$ cat src/rtl/microcode_sequencer_if.sv
// Bundle of ROM fields, core handshakes and sequencer outputs shared between
// the microcode sequencer (slave) and whatever drives it (master).
interface microcode_sequencer_if #(
    parameter int unsigned ADDR_W  = 16,
    parameter int unsigned JADDR_W = 7,
    parameter int unsigned OPC_W   = 8
);
    logic               start;
    logic               stall;
    logic               z_flag;
    logic [OPC_W-1:0]   opcode;
    logic               BT;
    logic [1:0]         condition;
    logic [JADDR_W-1:0] jump_addr;
    logic [ADDR_W-1:0]  reg_out;
    logic               busy;
    logic               done;
    logic               illegal_op;

    modport master (
        output start, stall, z_flag, opcode, BT, condition, jump_addr,
        input  reg_out, busy, done, illegal_op
    );

    modport slave (
        input  start, stall, z_flag, opcode, BT, condition, jump_addr,
        output reg_out, busy, done, illegal_op
    );
endinterface

$ cat src/rtl/microcode_sequencer.sv
// Micro-program counter: registers the next microcode ROM address every clock
// from the ROM's BT/condition/jump_addr fields, the Z flag and the opcode.
module microcode_sequencer #(
    parameter int unsigned ADDR_W      = 16,
    parameter int unsigned JADDR_W     = 7,
    parameter int unsigned OPC_W       = 8,
    parameter int unsigned UCODE_DEPTH = 86,
    parameter int unsigned FETCH_ADDR  = 1,
    parameter int unsigned END_ADDR    = 80
) (
    input  logic                  clk,
    input  logic                  rstn,
    microcode_sequencer_if.slave  bus
);
    // state | meaning
    // IDLE  | waiting for start, reg_out parked at 0
    // RUN   | stepping through microcode, busy=1
    // HALT  | end-of-program self-loop reached, done=1, reg_out=END_ADDR
    typedef enum logic [1:0] {
        S_IDLE = 2'd0,
        S_RUN  = 2'd1,
        S_HALT = 2'd2
    } state_t;

    localparam logic [ADDR_W-1:0] DEPTH_A = ADDR_W'(UCODE_DEPTH);
    localparam logic [ADDR_W-1:0] FETCH_A = ADDR_W'(FETCH_ADDR);
    localparam logic [ADDR_W-1:0] END_A   = ADDR_W'(END_ADDR);

    state_t            state_q, state_d;
    logic [ADDR_W-1:0] reg_out_q, reg_out_d;
    logic              busy_q, busy_d;
    logic              done_q, done_d;
    logic              illegal_op_q, illegal_op_d;

    logic [ADDR_W-1:0] opc_ext, jmp_ext, inc_addr, next_addr;
    logic              bad_dispatch;

    assign opc_ext  = ADDR_W'(bus.opcode);
    assign jmp_ext  = ADDR_W'(bus.jump_addr);
    assign inc_addr = reg_out_q + ADDR_W'(1);

    // Candidate address for a non-stalled RUN cycle; reserved condition 11 acts as 00.
    always_comb begin
        next_addr    = jmp_ext;
        bad_dispatch = 1'b0;
        if (bus.BT) begin
            next_addr    = opc_ext;
            bad_dispatch = (opc_ext >= DEPTH_A);
        end else begin
            case (bus.condition)
                2'b01:   next_addr = bus.z_flag ? jmp_ext : inc_addr;
                2'b10:   next_addr = bus.z_flag ? inc_addr : jmp_ext;
                default: next_addr = jmp_ext;
            endcase
        end
    end

    always_comb begin
        state_d      = state_q;
        reg_out_d    = reg_out_q;
        illegal_op_d = 1'b0;
        case (state_q)
            S_IDLE: begin
                reg_out_d = '0;
                if (bus.start) begin
                    reg_out_d = FETCH_A;
                    state_d   = S_RUN;
                end
            end
            S_RUN: begin
                if (!bus.stall) begin
                    if (bad_dispatch) begin
                        reg_out_d    = '0;
                        state_d      = S_IDLE;
                        illegal_op_d = 1'b1;
                    end else if (next_addr == '0) begin
                        reg_out_d = '0;
                        state_d   = S_IDLE;
                    end else begin
                        reg_out_d = next_addr;
                        if (reg_out_q == END_A && next_addr == END_A) begin
                            state_d = S_HALT;
                        end
                    end
                end
            end
            S_HALT: begin
                reg_out_d = END_A;
                if (bus.start) begin
                    reg_out_d = FETCH_A;
                    state_d   = S_RUN;
                end
            end
            default: begin
                reg_out_d = '0;
                state_d   = S_IDLE;
            end
        endcase
        busy_d = (state_d == S_RUN);
        done_d = (state_d == S_HALT);
    end

    always_ff @(posedge clk) begin
        if (!rstn) begin
            state_q      <= S_IDLE;
            reg_out_q    <= '0;
            busy_q       <= 1'b0;
            done_q       <= 1'b0;
            illegal_op_q <= 1'b0;
        end else begin
            state_q      <= state_d;
            reg_out_q    <= reg_out_d;
            busy_q       <= busy_d;
            done_q       <= done_d;
            illegal_op_q <= illegal_op_d;
        end
    end

    assign bus.reg_out    = reg_out_q;
    assign bus.busy       = busy_q;
    assign bus.done       = done_q;
    assign bus.illegal_op = illegal_op_q;
endmodule

$ cat src/flat_wrapper.sv
// flat-port wrapper written by rule: the top's interface ports become plain ports
module microcode_sequencer_flat 
#(
    parameter int unsigned ADDR_W      = 16,
    parameter int unsigned JADDR_W     = 7,
    parameter int unsigned OPC_W       = 8,
    parameter int unsigned UCODE_DEPTH = 86,
    parameter int unsigned FETCH_ADDR  = 1,
    parameter int unsigned END_ADDR    = 80
)
  (clk, rstn, bus_start, bus_stall, bus_z_flag, bus_opcode, bus_BT, bus_condition, bus_jump_addr, bus_reg_out, bus_busy, bus_done, bus_illegal_op);
  microcode_sequencer_if #(.ADDR_W(ADDR_W), .JADDR_W(JADDR_W), .OPC_W(OPC_W)) bus_i ();
  input  logic clk;
  input  logic rstn;
  input wire logic [$bits(bus_i.start)-1:0] bus_start;
  input wire logic [$bits(bus_i.stall)-1:0] bus_stall;
  input wire logic [$bits(bus_i.z_flag)-1:0] bus_z_flag;
  input wire logic [$bits(bus_i.opcode)-1:0] bus_opcode;
  input wire logic [$bits(bus_i.BT)-1:0] bus_BT;
  input wire logic [$bits(bus_i.condition)-1:0] bus_condition;
  input wire logic [$bits(bus_i.jump_addr)-1:0] bus_jump_addr;
  output wire logic [$bits(bus_i.reg_out)-1:0] bus_reg_out;
  output wire logic [$bits(bus_i.busy)-1:0] bus_busy;
  output wire logic [$bits(bus_i.done)-1:0] bus_done;
  output wire logic [$bits(bus_i.illegal_op)-1:0] bus_illegal_op;
  assign bus_i.start = bus_start;
  assign bus_i.stall = bus_stall;
  assign bus_i.z_flag = bus_z_flag;
  assign bus_i.opcode = bus_opcode;
  assign bus_i.BT = bus_BT;
  assign bus_i.condition = bus_condition;
  assign bus_i.jump_addr = bus_jump_addr;
  assign bus_reg_out = bus_i.reg_out;
  assign bus_busy = bus_i.busy;
  assign bus_done = bus_i.done;
  assign bus_illegal_op = bus_i.illegal_op;
  microcode_sequencer #(.ADDR_W(ADDR_W), .JADDR_W(JADDR_W), .OPC_W(OPC_W), .UCODE_DEPTH(UCODE_DEPTH), .FETCH_ADDR(FETCH_ADDR), .END_ADDR(END_ADDR)) u_core (.clk(clk), .rstn(rstn), .bus(bus_i));
endmodule
$ cat config.mk
export PLATFORM = sky130hd
export DESIGN_NAME = microcode_sequencer_flat
export DESIGN_NICKNAME = d
export VERILOG_FILES = /design/src/rtl/microcode_sequencer_if.sv /design/src/rtl/microcode_sequencer.sv /design/src/flat_wrapper.sv
export SDC_FILE = /design/constraint.sdc
export NUM_CORES = 1
export LEC_CHECK = 0
export CAP_MARGIN = 20
export CORE_UTILIZATION = 42
export DETAILED_ROUTE_END_ITERATION = 10
export PLACE_DENSITY_LB_ADDON = 0.08
export SLEW_MARGIN = 20
export SYNTH_ARGS = -nofsm -noshare
export SYNTH_HDL_FRONTEND = slang
export SYNTH_SLANG_ARGS = --single-unit
$ cat constraint.sdc
create_clock -name clk -period 2.07 [get_ports clk]
set_input_delay 0.414 -clock clk [delete_from_list [all_inputs] [get_ports clk]]
set_output_delay 0.414 -clock clk [all_outputs]
set_load 0.02 [all_outputs]
==> flow_summary.ini <==
[clock_network]
clkLatencyLatePin_ns = 0.32
cts_made_buffers = 3
postCtsHoldBufs = 0
ctsRootBufferMaster = clkbuf_4
cts_tree = yes
cts_htree_levels = 1
clkTransAtPathRegs_ns = 0.13
clockBufferDepth = 2
cts_sinks = 21

[routing]
top_layer = met4
met3_length_um = 370
drc = 0
viasPerCell = 5.79
met2WireLength_um = 2590
vias = 1834
firstDrtPassIters = 5
routedWlPerCell_um = 16.7
wirelength_met1_um = 2220
drt-initial-drc-count = 164
routed_wl_um = 5290
drtAntennaViolNets = 0

[power_and_ir_drop]
powerDensity_mw_per_mm2 = 422
p_total_uw = 1030
peakVddDrop_v = 0.000520
p_leak_uw = 0.000901

[timing]
whs_ns = 0.571
clock_skew_ns = 0.00151
setup_tns_ns = 0
timing.final.crit_share = 0.985
max_slew_margin = 0.611
tightestPinTransition_ns = 0.581
drv_slew = 0
finalHoldViolCount = 0
period_needed_ns = 2.04
rsz0062_at_grt = yes
fmax_mhz = 490
setup_viol = 0

[worst_setup_path]
critPathLaunchType = input pin
cp.required_ns = 2.29
crit_type = in -> reg
crit_arrival_ns = 2.26
cp_max_fo = 8
cp-end-kind = register

[logic_synthesis]
synth_largest_area_cell = dfxtp_1
ys_warn_count = 0
async_flop_share = 0
syn_nets = 217
synth_edf_count = 0
yosysMostFrequentCell = nor2_1
syn_area_mm2 = 0.00143
synthDistinctLibCells = 44
netlist_top_cells_count = nor2_1 (26), dfxtp_1 (21), nand2_1 (14), a21oi_1 (12), inv_1 (10)
ys.flop_type = dfxtp_1
synthDominantCellAreaShare = 0.293
postSynthAreaPerCell_um2 = 7.54
syn_inst = 190
synth_area_leaders = dfxtp_1 (29%), nor2_1 (6.8%), xnor2_1 (5.5%)
ys_seq_elements = 21
synth_seq_area_share = 0.293

[layout]
fin_nets = 301
fin_area_mm2 = 0.00245
drive_gt1_frac = 0.315
fillCellCount = 231
syn_to_final_growth_pct = 71.2
insertedDiodeCount = 0

[place]
routabilityCongestion = 0.959
hpwl_um = 3740
dpl_cell_area_mm2 = 0.00218
portBuffers = 41

[floorplanning]
initial_core_util = 0.454
boundaryPins = 42
fp-row-count = 20
core_area_mm2 = 0.00315
die_h_um = 60.4
die_w_um = 60.4
die-area_mm2 = 0.00365

[global_routing]
track_usage = 0.300
antenna_found_initial = 0
grt_max_degree = 13
grt_pass1_wl_um = 8150
first_global_vias = 1734
grt_overflow_total = 0

[run]
cap_violations = 0

[outcome]
status = finished, final reports clean

[min_path]
hold_class = reg -> reg
-- critical path, stage by stage --
cell and delay [ns]:
buf_8 0.10, ha_4 0.23, or2_4 0.28, or2_4 0.27, buf_4 0.18, o21ai_0 0.30, nand4b_1 0.24, nor3_4 0.06
o21a_1 0.18
-- layer usage --
| layer | vias up | GRT usage |
|---|---|---|
| li1 | 851 | - |
| met1 | 865 | 0.392 |
| met2 | 100 | 0.507 |
| met3 | 18 | 0.0512 |
| met4 | 0 | 0.0864 |
| met5 | - | 0 |
-- where the power goes --
part	internal, uW	switching [uW]
clock	72.4	140
sequential	423	12.5
combinational	195	191
total	691	344
-- state kept, by name, indices dropped and copies added (netlist names) --
| signal | count |
|---|---|
| u_core.bus.illegal_op | 1 |
| u_core.bus.busy | 1 |
| u_core.bus.done | 1 |
| u_core.bus.reg_out | 16 |
| u_core.state_q | 2 |
-- path summary, 6_finish.rpt --
path	startpoint	end	slack, ns	depth (start not counted)
max	bus_condition[1]	u_core.bus.done	0.03	9
min	u_core.bus.reg_out[14]	u_core.bus.reg_out[14]	0.57	2
max reg2reg	u_core.bus.reg_out[1]	u_core.bus.done	0.04	8
min reg2reg	u_core.bus.reg_out[14]	u_core.bus.reg_out[14]	0.57	2
-- repair_timing --
| action | in CTS | in global routing |
|---|---|---|
| setup buffers | 3 | 5 |
| endpoints found under the setup margin | 15 | 6 |
| gates resized for setup | 25 | 30 |
| pin swaps | 9 | 14 |
| cloned | 0 | 0 |
-- kinds of logic after synthesis --
| logic type | synth area share |
|---|---|
| AND/OR/NAND/NOR | 0.309 |
| AO/OA/AOI/OAI | 0.195 |
| flip-flops | 0.293 |
| buffers and inverters | 0.0524 |
| XOR/XNOR | 0.0734 |
| multiplexers | 0.0419 |
| adder cells (fa/ha/maj) | 0.0349 |
-- stage by stage --
stage | util | setup slack, ns | cells
final | 0.778 | 0.0304 | 317
after floorplan | - | -0.0330 | 190
after CTS | 0.726 | 0.00793 | 312
after global routing | 0.778 | -0.0376 | 317
after detailed placement | 0.693 | -0.760 | 305
after global placement | 0.693 | -0.676 | 305
-- area by class of cell --
cell class / instances / area (um2) / share of cell area
Sequential cell: 21 / 424 / 0.173
Multi-Input combinational cell: 150 / 1120 / 0.458
Tap cell: 44 / 55.1 / 0.0224
Clock buffer: 3 / 22.5 / 0.00918
Clock inverter: 1 / 5.00 / 0.00204
Inverter: 11 / 48.8 / 0.0199
Timing Repair Buffer: 87 / 774 / 0.316
-- layout by cell type (no fill, tap or decap), types with 3 or more instances in the layout --
cell / netlist / final
buf_4: 1 / 43
clkdlybuf4s50_1: 0 / 37
nor2_1: 26 / 24
dfxtp_1: 21 / 18
nand2_1: 14 / 14
a21oi_1: 12 / 11
xnor2_1: 9 / 9
nor3_1: 8 / 7
o21ai_0: 7 / 7
inv_1: 10 / 6
nand3_1: 6 / 6
nor4_1: 6 / 5
or3_1: 4 / 4
ha_4: 0 / 4
inv_2: 1 / 3
mux2i_1: 6 / 3
o21a_1: 3 / 3
nand4_1: 3 / 3
and2_1: 3 / 3
a222oi_1: 3 / 3
o21ai_1: 3 / 3
clkbuf_4: 0 / 3
buf_6: 0 / 3
dfxtp_2: 0 / 3
Note: power is estimated with default switching activity, not from simulation.
